==> src/rtl/serial_subtractor.sv <==
// Bit-serial unsigned subtractor: one full-subtractor cell and a registered borrow,
// LSB first, one bit per clock, with a start/busy/done handshake and result holding registers.
module serial_subtractor #(
  parameter int WIDTH = 8
) (
  input  logic             clk,
  input  logic             reset,
  input  logic             Start_in,
  input  logic [WIDTH-1:0] Data_in_A,
  input  logic [WIDTH-1:0] Data_in_B,
  output logic             Busy_out,
  output logic             Done_out,
  output logic [WIDTH-1:0] Data_out_Diff,
  output logic             Data_out_Borrow
);

  localparam int CW = (WIDTH > 1) ? $clog2(WIDTH) : 1;
  localparam logic [CW-1:0] LAST_BIT = CW'(WIDTH - 1);

  typedef enum logic [1:0] {IDLE, RUN, DONE} state_t;

  state_t           state;
  logic [WIDTH-1:0] a_sr;
  logic [WIDTH-1:0] b_sr;
  logic [WIDTH-1:0] res_sr;
  logic [WIDTH-1:0] res_next;
  logic             borrow;
  logic [CW-1:0]    count;
  logic             a_bit;
  logic             b_bit;
  logic             diff_bit;
  logic             borrow_next;
  logic             accept;

  // Full-subtractor cell fed by the operand LSBs and the registered borrow.
  always_comb begin
    // NOTE: every signal gets a default at the top so no path through this block infers a latch.
    res_next    = res_sr >> 1;
    a_bit       = a_sr[0];
    b_bit       = b_sr[0];
    diff_bit    = a_bit ^ b_bit ^ borrow;
    borrow_next = (~a_bit & b_bit) | (~(a_bit ^ b_bit) & borrow);
    res_next[WIDTH-1] = diff_bit;
  end

  // A new operation may be accepted from IDLE or straight out of DONE.
  assign accept = Start_in && (state == IDLE || state == DONE);

  // NOTE: all state, including the operand/result shift registers, is cleared by reset and
  // updated with non-blocking assignments so every flop samples pre-edge values.
  always_ff @(posedge clk or posedge reset) begin
    if (reset) begin
      state           <= IDLE;
      Busy_out        <= 1'b0;
      Done_out        <= 1'b0;
      Data_out_Diff   <= '0;
      Data_out_Borrow <= 1'b0;
      a_sr            <= '0;
      b_sr            <= '0;
      res_sr          <= '0;
      borrow          <= 1'b0;
      count           <= '0;
    end else if (accept) begin
      a_sr     <= Data_in_A;
      b_sr     <= Data_in_B;
      borrow   <= 1'b0;
      count    <= '0;
      state    <= RUN;
      Busy_out <= 1'b1;
      Done_out <= 1'b0;
    end else begin
      case (state)
        RUN: begin
          a_sr   <= a_sr >> 1;
          b_sr   <= b_sr >> 1;
          res_sr <= res_next;
          borrow <= borrow_next;
          count  <= count + 1'b1;
          if (count == LAST_BIT) begin
            Data_out_Diff   <= res_next;
            Data_out_Borrow <= borrow_next;
            state           <= DONE;
            Busy_out        <= 1'b0;
            Done_out        <= 1'b1;
          end
        end
        DONE: begin
          state    <= IDLE;
          Done_out <= 1'b0;
        end
        default: begin
          state    <= IDLE;
          Busy_out <= 1'b0;
          Done_out <= 1'b0;
        end
      endcase
    end
  end

endmodule

==> config.mk <==
export PLATFORM = sky130hd
export DESIGN_NAME = serial_subtractor
export DESIGN_NICKNAME = d
export VERILOG_FILES = /design/src/rtl/serial_subtractor.sv
export SDC_FILE = /design/constraint.sdc
export NUM_CORES = 1
export LEC_CHECK = 0
export CAP_MARGIN = 20
export CORE_UTILIZATION = 50
export CTS_BUF_LIST = sky130_fd_sc_hd__clkbuf_16
export CTS_CLUSTER_DIAMETER = 80
export DETAILED_ROUTE_END_ITERATION = 16
export HOLD_SLACK_MARGIN = 0.05
export PLACE_DENSITY = 0.86
export SLEW_MARGIN = 20
export SYNTH_ARGS = -nofsm -noshare
export SYNTH_HDL_FRONTEND = slang
export SYNTH_SLANG_ARGS = --single-unit
==> constraint.sdc <==
create_clock -name clk -period 2.35 [get_ports clk]
set_input_delay 0.47 -clock clk [delete_from_list [all_inputs] [get_ports clk]]
set_output_delay 0.47 -clock clk [all_outputs]
set_load 0.03 [all_outputs]
# Yosys cells after proc, flatten, opt, wreduce, memory -nomap -nowiden
# Index checks and enable logic that the tools add are counted.
[word_totals]
ff_bits = 41
memories = 0
latch_bits = 0
mem_bits_ro = 0
input_bits = 19
mem_bits_rw = 0
[classes]
n_addsub = 1
eq_ne = 5
mul = 0
shifts = 0
magnitude_cmp = 0
mux = 17
n_bitwise = 8
n_div = 0
reduce_logical = 7
[op_table]
columns = ["operator", "count"]
rows = [
  ["8-bit two-way mux", 4],
  ["1-bit two-way mux", 7],
  ["2-bit two-way mux", 3],
  ["3-bit two-way mux", 2],
  ["2-bit AND reduction", 2],
  ["3-bit by 1-bit adder with 3-bit output (second input constant)", 1],
  ["3-bit equality test (second input constant)", 1],
  ["3-bit inequality test (second input constant)", 1],
  ["1-bit inverter", 3],
  ["3-bit AND reduction", 1],
  ["1-bit AND", 2],
  ["2-bit by 1-bit equality test with 1-bit output (second input constant)", 1],
  ["2-bit equality test (second input constant)", 1],
  ["2-bit zero test", 1],
  ["2-bit inequality test (second input constant)", 1],
  ["1-bit case mux with 2 select lines", 1],
  ["2-bit nonzero test", 1],
  ["1-bit XOR", 2],
  ["1-bit logical AND", 1],
  ["1-bit logical OR", 1],
  ["1-bit OR", 1],
]

# Logic depth before layout (Yosys ltp)
# Gate-level depths: netlist of run 1.
[logic_depth]
word_depth = 6
mapped_depth = 6

# Worst setup path after synthesis of run 1
# OpenSTA, ideal clock, no wires.
[synth_timing]
path_type = "reg-to-reg"
from = "reg count[0]"
to = "reg Data_out_Diff[0]"
required_ps = 2225
slack_ps = 897
setup_ps = 125
path_stages_with_launch = 6
t_arrival_ps = 1328
path_buffers = 1
path_cell_list = "dfrtp_1 ha_1 ha_1 nand3b_4 buf_6 mux2_4"
[synth_between]
elab_chain_len = 2
[synth_lines]
columns = ["item", "line_no", "text"]
rows = [
  ["from (decl)", "28", "logic [CW-1:0] count;"],
  ["from (signal assigned)", "78", "count <= count + 1'b1;"],
  ["3-bit equality test", "79", "if (count == LAST_BIT) begin"],
  ["3-bit AND reduction (no source line)", "-", ""],
  ["to (signal assigned)", "80", "Data_out_Diff <= res_next;"],
  ["to (decl)", "13", "output logic [WIDTH-1:0] Data_out_Diff,"],
]
# Every way passes these cells.
# A chain may end at the register's enable or synchronous reset.

# Final worst setup path of run 1
[layout_timing]
from = "reg state[0]"
to = "reg b_sr[7]"
[layout_between]
elab_chain_len = 4
elab_cells_between_ends = 7
[layout_lines]
columns = ["item", "line_no", "text"]
rows = [
  ["from (decl)", "22", "state_t state;"],
  ["from (signal assigned)", "53", "state <= IDLE;"],
  ["from (signal assigned)", "68", "state <= RUN;"],
  ["from (signal assigned)", "82", "state <= DONE;"],
  ["2-bit equality test or 2-bit zero test (tied branches)", "47", "assign accept = Start_in && (state == IDLE || state == DONE);"],
  ["1-bit logical OR", "47", ""],
  ["1-bit logical AND", "47", ""],
  ["8-bit two-way mux or 2-bit nonzero test (tied branches)", "-", ""],
  ["to (signal assigned)", "65", "b_sr <= Data_in_B;"],
  ["to (signal assigned)", "75", "b_sr <= b_sr >> 1;"],
  ["to (decl)", "24", "logic [WIDTH-1:0] b_sr;"],
]
# Parallel ways exist; a longest one is shown, timed or not.

==> results of run 1 <==
## worst max-delay path, cell delays in order (launching register included)
cell	delay, ps
dfrtp_1	620
nor2b_1	710
nor2_1	230
a22o_1	240
## layer usage
metal	wire length [um]	up-vias
met5	0	-
met4	68	0
met3	118	9
met2	1640	29
met1	1540	612
li1	-	600
## layout by cell type, fill, tap and decap left out, types with 4 or more instances in the layout
cell	Yosys	layout
nor2_1	10	10
clkdlybuf4s50_1	0	29
nor3_1	8	8
buf_4	1	5
inv_1	4	4
o22ai_1	8	8
a211oi_1	6	6
clkbuf_16	0	5
mux2i_1	6	6
dfrtp_1	39	39
nor2b_1	8	8
mux2_4	7	7
a22o_1	5	5
a21oi_1	6	6
nand2_1	22	22
## registers in the layout, indices dropped and copies added, names as in the netlist
register	cells
Data_out_Borrow	1
state	1
res_sr	7
a_sr	8
Data_out_Diff	8
b_sr	8
Busy_out	1
count	3
Done_out	1
borrow	1
## area by class of cell
cell class                 count  area share (%)
sequential                    39            43.7
multi-input combinational    101            31.0
timing repair buffer          34            14.7
clock buffer                   5            5.61
tap                           46            2.58
clock inverter                 3            1.74
inverter                       4           0.673
## stage by stage
step                total power, mW  std cells  worst slack (ps)
global route                   3.52        232               298
global placement               2.46        224               283
detailed placement             2.56        224               189
floorplan                      2.16        155               897
finish                         3.30        232               432
CTS                            3.32        232               434
## worst max-delay path by stage
stage                              start                           end  slack [ps]
floorplan           count[0]$_DFFE_PP0P_  Data_out_Diff[0]$_DFFE_PP0P_         900
global placement                Start_in           b_sr[7]$_DFFE_PP0P_         280
detailed placement              Start_in           a_sr[7]$_DFFE_PP0P_         190
CTS                 state[0]$_DFFE_PP0P_           b_sr[7]$_DFFE_PP0P_         430
global route        state[0]$_DFFE_PP0P_          count[2]$_DFFE_PP0P_         300
finish              state[0]$_DFFE_PP0P_           b_sr[7]$_DFFE_PP0P_         430
## logic make-up after synthesis
family,after synthesis,synth area share (%)
compound gates,30,11.4
xor+xnor,1,0.500
fa+ha+maj,3,2.57
buf+inv,15,4.86
flops,39,55.7
mux,15,10.7
simple gates,52,14.2
## power breakdown
group          leakage, nW  total (mW)  internal [mW]  switching, mW
Sequential           0.471        1.25          0.998          0.249
Combinational        0.466        1.30          0.632          0.673
Clock               0.0812       0.751          0.495          0.257
==> metrics.md, run 1 <==
| Metric | Value |
|---|---|
| Status | finished clean |
| Leakage | 1.02 nW |
| RSZ-0062 raised after global routing | false |
| Mean Syn Cell Area | 11.3 um^2 |
| GR Overflow Total | 0 |
| Final setup viols | 0 |
| Post-CTS sizing | 0 |
| Crit path time final | 1920 ps |
| Io pins | 30 |
| Maxcap violations | 0 |
| Starting DRT DRC Count | 53 |
| Tot GR Track Use | 20.4% |
| Critical path data required time | 2510 ps |
| Clk_lat worst skew | 280 ps |
| Highest Clock Rate | around 520 MHz |
| Worst-Margin Slew | 753 ps |
| Post-Syn Nets | 177 |
| CP max FO | 21 |
| Die ar. | roughly 0.0037 mm^2 |
| Final Hold Viols | 0 |
| Most common cell in the netlist | dfrtp_1 |
| Worst vdd ir | between 0.0007 and 0.0008 V |
| Floorplan Core Area | 0.00334 mm^2 |
| IO buf count | 29 |
| CTS Root Cell | clkbuf_16 |
| CTS tree | built |
| Synth top area cells | dfrtp_1 56%, mux2_4 6.0%, nand2_1 4.7%, mux2i_1 3.4%, nor2b_1 2.9% |
| Antenna cell count | 0 |
| Setup CP Type | reg2reg |
| R2r startpoint | state[0]$_DFFE_PP0P_ |
| Vias | 1250 |
| Final setup TNS | 0 ps |
| Async S/R FF share, synth | 100% |
| Nets | 207 |
| Fin util | 66.9% |
| Num CTS Buffers | 5 |
| DP HPWL | 2260 um |
| DRT antenna net count | 0 |
| Crit path launch type | register |
| Worst slew margin | 49.7% |
| Hold Path Class | reg2reg |
| Cts hold-fix bufs | 0 |
| Multi-input gate area | between 600 and 700 um^2 |
| Clock-pin slew of the registers on the worst-case setup and hold paths | roughly 60 ps |
| Chip Width | 61.2 um |
| WHS Path Cells | 2 |
| Htree depth | 2 |
| Yosys top cell area share | a little under three fifths |
| Worst EP arrival | around 2100 ps |
| Met3 Use GR | between 3 and 4% |
| Postcts setup bufs | 0 |
| Mapped cell area | 0.00175 mm^2 |
| Layout cell share with drive strength beyond 1 | 11.8% |
| Residual DRC | 0 |
| Area Overhead vs Synth | 27.4% |
| Initial antenna violation count | 0 |
| Main flop type after synthesis | dfrtp_1 |
| Synth Warn # | 0 |
| Reg area | 976 um^2 |
| Dpl cell area | 0.00207 mm^2 |
| WL/cell | 14.5 um |
| Top post-synthesis cells by count | 39 x dfrtp_1, 22 x nand2_1, 10 x nor2_1 |
| Pins Over Slew Limit | 0 |
| R2r setup slk | between 400 and 500 ps |
| Synth unique cells | 24 |
| Synthesized instance count | 155 |
| Met2 Usage GRT | 34.0% |
| Vias per std cell | 5.39 |
| Gpl congestion | 0.797 |
| PwrDens | 1480 mW/mm^2 |
| Hold path start | res_sr[1]$_DFFE_PP0P_ |
| Reg2reg end | b_sr[7]$_DFFE_PP0P_ |
| Finished Cell Area | 0.00223 mm^2 |
| Final Cycle Share | 81.6% |
| Met1 layer usage reported by global route | 25.4% |
| Sequential share of the synthesized area | 55.7% |
| Initial core utilization | 52.5% |
| Critical path capture point type | register |
| Seq cells post-synth | 39 |
| Fill count | about 260 |
| First-pass GRT wire length | 5460 um |
| Worst R2R Path Depth | 3 |
| Post-synth EDFFs | 0 |
| Die Y | 61.2 um |
| GRT Max-Usage Layer | met2 |
| Clock skew | roughly 4.7 ps |
| Clk sinks | 39 |
| Total Routed Length | 3370 um |
| Area leader, netlist | dfrtp_1 |
| Vias in the first global route | between 1000 and 1500 |
| Worst hold slack | 490 ps |
| Hold endpoint | res_sr[1]$_DFFE_PP0P_ |
| Site Rows | 21 |
| First drt pass iteration count | 4 |
| Max Buffers Root-to-Sink | 2 |
| Largest net degree at the start of global routing | 40 |
Power figures use the tool's default switching activity.
==> inputs of run 2 (changes only) <==
- CORE_UTILIZATION: 50 -> 47
- PLACE_DENSITY: 0.86 -> 0.85
- clock period: 2.35 -> 1.7 ns (I/O delays scaled with it)
==> metrics.md, run 2 (synthesis gave the netlist of run 1 again) <==
| Metric | Value |
|---|---|
| Inst Count DP | 225 (+0.45%) |
| Hold Path Class | in2async |
| Residual DRC | 0 (unchanged) |
| Postcts setup bufs | 0 (unchanged) |
| Vias | 1262 (+0.96%) |
| First-pass GRT wire length | 5550 um (+1.8%) |
| Gpl congestion | 0.745 (-6.6%) |
| Total Routed Length | 3340 um (-0.83%) |
| Vias per std cell | 5.42 (+0.53%) |
| Worst-Margin Slew | 662 ps (-91.1 ps) |
| Commonest non-fill, non-tap cell in the layout | dfrtp_1 |
| Site Rows | 21 (unchanged) |
| DP HPWL | 2280 um (+0.98%) |
| Die Y | 63.1 um (+3.0%) |
| CTS Root Cell | clkbuf_16 |
| Clk_lat worst skew | 280 ps (about the same) |
| Floorplan Core Area | 0.00344 mm^2 (+3.1%) |
| Highest Clock Rate | 606 MHz |
| CTS tree | built |
| Post-CTS sizing | 0 (unchanged) |
| Worst path max stage delay | 670 ps (-40 ps) |
| Htree depth | 2 (unchanged) |
| Status | finished clean |
| PwrDens | 2070 mW/mm^2 (+40%) |
| Pins Over Slew Limit | 0 (unchanged) |
| Family with the most delay on the worst path | buffers and inverters |
| Worst vdd ir | 0.000999 V (+43%) |
| Clk sinks | 39 (unchanged) |
| Io pins | 30 (unchanged) |
| Worst Path Buf+Inv | 1 (+1) |
| Crit path launch type | register |
| Nets | 208 (+0.48%) |
| Largest net degree at the start of global routing | 40 (unchanged) |
| Initial antenna violation count | 0 (unchanged) |
| Post-Layout Cell Count | 233 (+0.43%) |
| Worst EP arrival | 1310 ps (-770 ps) |
| RSZ-0062 raised after global routing | false |
| Leakage | 1.04 nW (+2.0%) |
| Most frequent cells in the layout | 39 x dfrtp_1, 28 x clkdlybuf4s50_1, 22 x nand2_1 |
| Antenna cell count | 0 (unchanged) |
| Starting DRT DRC Count | 60 (+13%) |
| Critical path capture point type | primary output |
| Chip Width | 63.1 um (+3.0%) |
| Largest regs | Data_out_Diff x8, a_sr x8, b_sr x8 |
| Critical path data required time | 1360 ps (-1150 ps) |
| Maxcap violations | 0 (unchanged) |
| Final setup viols | 0 (unchanged) |
| Vias in the first global route | 1234 (+1.6%) |
| Die ar. | 0.00398 mm^2 (+6.2%) |
| CP max stage cell | clkdlybuf4s50_1 |
| IO buf count | 29 (unchanged) |
| Crit path time final | 1650 ps |
| Tot GR Track Use | 18.5% (-1.9 points) |
| Final setup TNS | 0 ps (unchanged) |
| Final Cycle Share | 97.1% |
| Clock skew | 5.11 ps (+0.364 ps) |
| CP max FO | 2 (-90%) |
| Initial core utilization | 50.9% (-1.6 points) |
| Num CTS Buffers | 5 (unchanged) |
| Worst slew margin | 55.9% (+6.2 points) |
| Cts hold-fix bufs | 0 (unchanged) |
| Area Overhead vs Synth | 30.0% |
| Clock-pin slew of the registers on the worst-case setup and hold paths | 60 ps (about the same) |
| Layout cell share with drive strength beyond 1 | 13.4% (+1.5 points) |
| Final Hold Viols | 0 (unchanged) |
| GR Overflow Total | 0 (unchanged) |
| WL/cell | 14.3 um (-1.3%) |
| First drt pass iteration count | 4 (unchanged) |
| Setup CP Type | reg2out |
| CP Cell Sequence | clkdlybuf4s50_1 |
| Fill count | 268 (+2.3%) |
| DRT antenna net count | 0 (unchanged) |
| Max Buffers Root-to-Sink | 2 (unchanged) |
run 2: cell count changes in the layout (fill, tap and decap cells not counted):
cell and change:
buf_12 +1, buf_4 +1, bufinv_16 +1, clkdlybuf4s50_1 -1, clkinv_1 -1, clkinv_2 -1
clkinvlp_4 +1
run 2: worst paths after layout:
check	start	end	slack [ps]	cells after the start
min reg2reg	res_sr[1]$_DFFE_PP0P_	res_sr[1]$_DFFE_PP0P_	490	2
max	Data_out_Diff[1]$_DFFE_PP0P_	Data_out_Diff[1]	50	1
min in group clk	res_sr[1]$_DFFE_PP0P_	res_sr[1]$_DFFE_PP0P_	490	2
min	reset	res_sr[4]$_DFFE_PP0P_	410	3
max in group asynchronous	reset	b_sr[7]$_DFFE_PP0P_	1090	3
max reg2reg	count[0]$_DFFE_PP0P_	Data_out_Diff[5]$_DFFE_PP0P_	190	4
run 2: layout make-up:
type	instances	area, um^2	share of cell area [%]
tap	46	57.6	2.53
inverter	4	15.0	0.659
clock buffer	5	125	5.49
multi-input combinational	101	691	30.3
sequential	39	976	42.9
timing repair buffer	35	345	15.2
clock inverter	3	67.6	2.97
run 2: metal layers:
layer / part of all wire, % / global-route usage, %
met1: 43 / 20.1
met5: 0 / 0
met3: 4.3 / 6.34
met4: 1.3 / 6.98
met2: 51 / 32.8
run 2: worst reg2reg max path, delay by kind of cell, from the launching register on:
kind | cells | cell delay (ps)
and+or+nand+nor | 1 | 200
adders and majority gates | 2 | 440
muxes | 1 | 360
DFF | 1 | 400
run 2: stage by stage:
step | setup slack (ps) | utilization (%) | hold WS (ps) | power (mW) | area (um^2)
after floorplan | 247 | - | 446 | 2.99 | 1750
after global placement | 203 | 60.6 | 465 | 3.41 | 2080
after detailed placement | 130 | 60.6 | 467 | 3.52 | 2080
after CTS | 23.9 | 66.2 | 423 | 4.76 | 2280
after global routing | 0.713 | 66.2 | 447 | 4.99 | 2280
final | 49.3 | 66.2 | 414 | 4.71 | 2280
run 2: where the power goes:
part / internal, mW / switching (mW)
sequential: 1.38 / 0.297
combinational: 0.879 / 0.951
clock: 0.840 / 0.364
